File: src/rtl/spi_adc_capture.sv
// SPI mode-0 master for the RF power detector ADC.
// One start pulse runs one frame: command {1, channel, 0000} plus zero padding
// goes out on mosi, and the 8-bit conversion result comes back on miso bits 7..0.
// The result is presented on adc_result together with a one-cycle adc_eoc strobe.
// Optional feature macro: SPI_ADC_PARITY_EN. It adds a 17th frame bit carrying
// odd parity over the result, and an adc_par_err output.
//
// state | meaning
// IDLE  | cs_n high, waiting for start
// SETUP | cs_n low, command MSB on mosi, sclk low for CLK_DIV cycles
// SHIFT | sclk toggles every CLK_DIV cycles, first toggle rises
// HOLD  | sclk low, cs_n low for CLK_DIV cycles after the last falling edge
// DONE  | cs_n high, result loaded, adc_eoc strobe
module spi_adc_capture #(
    parameter int unsigned CLK_DIV = 4
) (
    input  logic       clk,
    input  logic       rst,
    input  logic       start,
    input  logic [2:0] channel,
    output logic       busy,
    output logic [7:0] adc_result,
    output logic       adc_eoc,
`ifdef SPI_ADC_PARITY_EN
    output logic       adc_par_err,
`endif
    output logic       sclk,
    output logic       cs_n,
    output logic       mosi,
    input  logic       miso
);

`ifdef SPI_ADC_PARITY_EN
    localparam int unsigned NBITS = 17;
    localparam int unsigned RBITS = 9;
`else
    localparam int unsigned NBITS = 16;
    localparam int unsigned RBITS = 8;
`endif

    localparam logic [7:0] HC_LOAD  = 8'(CLK_DIV - 1);
    localparam logic [4:0] LAST_BIT = 5'(NBITS - 1);

    typedef enum logic [2:0] {
        ST_IDLE,
        ST_SETUP,
        ST_SHIFT,
        ST_HOLD,
        ST_DONE
    } state_t;

    state_t             state_q, state_d;
    logic [7:0]         hc_q, hc_d;
    logic [4:0]         bit_q, bit_d;
    logic               sclk_q, sclk_d;
    logic               mosi_q, mosi_d;
    logic [NBITS-1:0]   cmd_q, cmd_d;
    logic               miso_s1_q, miso_s2_q;
    logic [2:0]         pipe_q, pipe_d;
    logic [RBITS-1:0]   shift_q, shift_d;
    logic [7:0]         result_q, result_d;
`ifdef SPI_ADC_PARITY_EN
    logic               par_err_q, par_err_d;
`endif

    // Next-state, sclk/mosi generation and miso capture.
    always_comb begin
        state_d  = state_q;
        hc_d     = hc_q;
        bit_d    = bit_q;
        sclk_d   = sclk_q;
        mosi_d   = mosi_q;
        cmd_d    = cmd_q;
        result_d = result_q;
        shift_d  = shift_q;
`ifdef SPI_ADC_PARITY_EN
        par_err_d = par_err_q;
`endif
        // pipe_q marks the rising edge travelling through the miso synchroniser,
        // so the bit is taken exactly when the synchronised copy is valid.
        pipe_d = {pipe_q[1:0], 1'b0};
        if (pipe_q[2]) begin
            shift_d = {shift_q[RBITS-2:0], miso_s2_q};
        end

        case (state_q)
            ST_IDLE: begin
                sclk_d = 1'b0;
                mosi_d = 1'b0;
                if (start) begin
                    state_d = ST_SETUP;
                    hc_d    = HC_LOAD;
                    bit_d   = '0;
                    cmd_d   = {1'b1, channel, {(NBITS-4){1'b0}}};
                    mosi_d  = 1'b1;
                end
            end
            ST_SETUP: begin
                if (hc_q == '0) begin
                    state_d = ST_SHIFT;
                    hc_d    = HC_LOAD;
                end else begin
                    hc_d = hc_q - 8'd1;
                end
            end
            ST_SHIFT: begin
                if (hc_q == '0) begin
                    hc_d   = HC_LOAD;
                    sclk_d = ~sclk_q;
                    if (!sclk_q) begin
                        pipe_d[0] = 1'b1;
                    end else begin
                        cmd_d  = {cmd_q[NBITS-2:0], 1'b0};
                        mosi_d = cmd_q[NBITS-2];
                        if (bit_q == LAST_BIT) begin
                            state_d = ST_HOLD;
                            mosi_d  = 1'b0;
                        end else begin
                            bit_d = bit_q + 5'd1;
                        end
                    end
                end else begin
                    hc_d = hc_q - 8'd1;
                end
            end
            ST_HOLD: begin
                sclk_d = 1'b0;
                if (hc_q == '0) begin
                    // Load on entry to DONE so the result is valid alongside adc_eoc.
                    state_d  = ST_DONE;
                    result_d = shift_q[RBITS-1 -: 8];
`ifdef SPI_ADC_PARITY_EN
                    par_err_d = ~(^shift_q);
`endif
                end else begin
                    hc_d = hc_q - 8'd1;
                end
            end
            ST_DONE: begin
                state_d = ST_IDLE;
            end
            default: begin
                state_d = ST_IDLE;
            end
        endcase
    end

    // State, counters, synchroniser and result registers.
    always_ff @(posedge clk or negedge rst) begin
        if (!rst) begin
            state_q   <= ST_IDLE;
            hc_q      <= '0;
            bit_q     <= '0;
            sclk_q    <= 1'b0;
            mosi_q    <= 1'b0;
            cmd_q     <= '0;
            miso_s1_q <= 1'b0;
            miso_s2_q <= 1'b0;
            pipe_q    <= '0;
            shift_q   <= '0;
            result_q  <= '0;
`ifdef SPI_ADC_PARITY_EN
            par_err_q <= 1'b0;
`endif
        end else begin
            state_q   <= state_d;
            hc_q      <= hc_d;
            bit_q     <= bit_d;
            sclk_q    <= sclk_d;
            mosi_q    <= mosi_d;
            cmd_q     <= cmd_d;
            miso_s1_q <= miso;
            miso_s2_q <= miso_s1_q;
            pipe_q    <= pipe_d;
            shift_q   <= shift_d;
            result_q  <= result_d;
`ifdef SPI_ADC_PARITY_EN
            par_err_q <= par_err_d;
`endif
        end
    end

    assign busy       = (state_q != ST_IDLE);
    assign cs_n       = (state_q == ST_IDLE) || (state_q == ST_DONE);
    assign adc_eoc    = (state_q == ST_DONE);
    assign sclk       = sclk_q;
    assign mosi       = mosi_q;
    assign adc_result = result_q;
`ifdef SPI_ADC_PARITY_EN
    assign adc_par_err = par_err_q;
`endif

endmodule

File: config.mk
export PLATFORM = sky130hd
export DESIGN_NAME = spi_adc_capture
export DESIGN_NICKNAME = d
export VERILOG_FILES = /design/src/rtl/spi_adc_capture.sv
export SDC_FILE = /design/constraint.sdc
export NUM_CORES = 1
export LEC_CHECK = 0
export ABC_AREA = 0
export ABC_CLOCK_PERIOD_IN_PS = 5300
export CAP_MARGIN = 40
export CORE_AREA = 10 10 94 96
export CTS_BUF_LIST = sky130_fd_sc_hd__clkbuf_4
export CTS_CLUSTER_DIAMETER = 200
export DETAILED_ROUTE_END_ITERATION = 16
export DIE_AREA = 0 0 104 106
export PLACE_DENSITY = 0.55
export SLEW_MARGIN = 20
export SYNTH_ARGS = -nofsm -noshare
export SYNTH_HDL_FRONTEND = slang
export SYNTH_SLANG_ARGS = --single-unit
File: constraint.sdc
create_clock -name clk -period 5.3 [get_ports clk]
set_clock_uncertainty 0.2 [all_clocks]
set_input_delay 1.06 -clock clk [delete_from_list [all_inputs] [get_ports clk]]
set_output_delay 1.06 -clock clk [all_outputs]
set_load 0.005 [all_outputs]
==> impl_metrics.tcl <==
set metrics [dict create \
    hold_end "pipe_q[2]" \
    critical_path_class "flop to output port" \
    cts_resized 0 \
    clock-sinks 42 \
    post_drt_wl_per_cell_um 13.7 \
    grt_antenna_before_repair 0 \
    netlist_instances 173 \
    regToRegSetupSlack_ns 2.82 \
    worstSkewPairLatency_ns 0.36 \
    gp_congestion 0.782 \
    synth-seq-cells 42 \
    drc 0 \
    core_um2 7060 \
    finalMaxSlewViolations 0 \
    maxCapViolations 0 \
    cpMaxStageDelayCell "dfrtp_1" \
    start_util_pct 28.6 \
    cp.required_ns 4.04 \
    vias 1394 \
    h-tree-depth 2 \
    drt_pass1_iterations 4 \
    hold_path_depth 0 \
    slew_headroom_pct 55.5 \
    hold_start "pipe_q[1]" \
    fin_area_um2 2370 \
    arrival_ns 1.92 \
    p_leak_nw 1.02 \
    outcome "finished, final reports clean" \
    fin_ws_ns 2.12 \
    grt_max_degree 31 \
    yosysWarnings 0 \
    final_common_cell "dfrtp_1" \
    placed_area_um2 2310 \
    worst_path_largest_cell_delay_ns 0.62 \
    setup_tns_ns 0 \
    antennaDiodeCount 0 \
    cts_setup_buffers 0 \
    hold_buffers 0 \
    row_count 31 \
    grt.total_usage_pct 7.78 \
    r2r_end "adc_result[0]" \
    hold_class "flop to flop" \
    hold_viol 0 \
    fillers 748 \
    cts_tree "built" \
    ctsRootBufferMaster "clkbuf_4" \
    p_per_area_nw_per_um2 427 \
    final_cell_mix "dfrtp_1, mux2_2, clkdlybuf4s50_1" \
    path_cells "nor2_1, and2_1, clkdlybuf4s50_1" \
    cts.clk_slew.worst_paths_ns 0.14 \
    worst_ir_drop_vdd_mv 0.149 \
    regToRegStartpoint "hc_q[0]" \
    synth_area_per_cell_um2 11.7 \
    ant_nets 0 \
    numPortBuffers 19 \
    synthToLayoutAreaGrowth_pct 17.5 \
    period_minus_slack_ns 3.18 \
    via_per_inst 4.77 \
    nNetsFinal 203 \
    die_h_um 106 \
    crit_path_start_kind "flop" \
    ios 20 \
    cts-buffers-inserted 5 \
    drt-initial-drc-count 70 \
    synthFlopType "dfrtp_1" \
    clockBufferDepth 2 \
    place_ws_ns 2.16 \
    ff2ff_path_depth 6 \
    ys_async_sr_fraction_pct 100 \
    yosysSeqAreaShare_pct 52.1 \
    synth.distinct_cells 43 \
    post-dp-hpwl_mm 2.82 \
    syn_area_um2 2020 \
    grt_overflow 0 \
    grt_pass1_wl_mm 7.18 \
    syn-num-nets 184 \
    die_w_um 104 \
    grt_pass1_vias 1489 \
    fin_crit_sh_pct 60.1 \
    dieArea_um2 11000 \
    drive_above_1_share_pct 20.7 \
    synth_enable_flop_cells 0 \
    end_kind "output port" \
    path_max_fanout 16 \
    rsz0062_at_grt "false" \
    fmax_mhz 314 \
    setup_viol 0 \
    tightest_slew_ns 0.662 \
    wirelength_mm 3.99 \
]
==> layer usage <==
metal,vias to the layer above,track usage [%],routed length (um)
met1,693,9.26,1850
met2,21,12.7,1910
li1,673,-,-
met5,-,0,0
met3,7,2.42,152
met4,0,3.48,82
==> cell type report <==
cell class              instances  area (um2)  share of cell area [%]
clock buffers                   5        37.5                    1.58
multi-input cells             116         907                    38.2
inverters                       7        26.3                    1.11
clock inverters                 3        21.3                   0.897
well taps                      99         124                    5.22
flip-flops and latches         42        1050                    44.3
repair buffers                 20         205                    8.65
==> critical path, delay by kind of cell, from the launching register on <==
| family | cells | cell delay [ns] |
|---|---|---|
| flip-flops | 1 | 0.62 |
| buffers and inverters | 1 | 0.50 |
| AND/OR/NAND/NOR | 2 | 0.46 |
==> worst max path at each step <==
| stage | to | slack (ns) | start |
|---|---|---|---|
| detailed placement | cmd_q[13] | 2.16 | start |
| floorplan | hc_q[3] | 2.89 | start |
| global route | adc_eoc | 1.97 | state_q[1] |
| CTS | adc_eoc | 2.09 | state_q[1] |
| finish | adc_eoc | 2.12 | state_q[1] |
| global placement | hc_q[3] | 2.23 | start |
==> through the flow <==
| stage | instances | total power, mW | util [%] | hold WS, ns |
|---|---|---|---|---|
| detailed placement | 284 | 0.859 | 32.8 | 0.136 |
| CTS | 292 | 1.03 | 33.6 | 0.158 |
| global route | 292 | 1.11 | 33.6 | 0.176 |
| finish | 292 | 1.01 | 33.6 | 0.153 |
| floorplan | 173 | 0.749 | - | 0.131 |
| global placement | 283 | 0.850 | 32.5 | 0.136 |
==> Yosys cell counts, drive strengths merged (2+ instances only) <==
cell type  instances  share of area (%)
inv                7                1.3
clkbuf             5               0.93
nor3               7                2.9
or4b               3                1.7
nor4               2               0.62
nor2               8                1.5
or3                6                1.9
ha                 4                2.5
mux2              23                 13
or3b               2               0.87
or4                5                2.0
o21ai              7                1.7
dfrtp             42                 52
nand3              5                1.2
a21oi             11                2.7
o31ai              4                2.2
nand2             10                2.2
buf                3               0.74
and3               2               0.62
==> logic make-up (layout without fill, tap and decap cells) <==
kind of cell / Yosys count / count (layout) / synth area share (%)
AND/OR/NAND/NOR: 56 / 56 / 18.4
flip-flops: 42 / 42 / 52.1
AO/OA/AOI/OAI: 30 / 30 / 9.92
multiplexers: 24 / 24 / 13.3
buffers and inverters: 15 / 35 / 2.98
adder cells (fa/ha/maj): 4 / 4 / 2.48
XOR/XNOR: 2 / 2 / 0.868
==> where the power goes <==
part           internal, mW  switching, mW
registers             0.388         0.0990
clock network        0.0517          0.114
logic                 0.174          0.187
total                 0.614          0.400
==> state kept, by name, indices dropped and copies added, names as in the netlist <==
| signal | flops |
|---|---|
| hc_q | 8 |
| adc_result | 8 |
| sclk | 1 |
| pipe_q | 3 |
| cmd_q | 3 |
| miso_s2_q | 1 |
| bit_q | 5 |
| shift_q | 8 |
| state_q | 3 |
| miso_s1_q | 1 |
| mosi | 1 |
No activity file was read; power rests on OpenSTA's default activity.
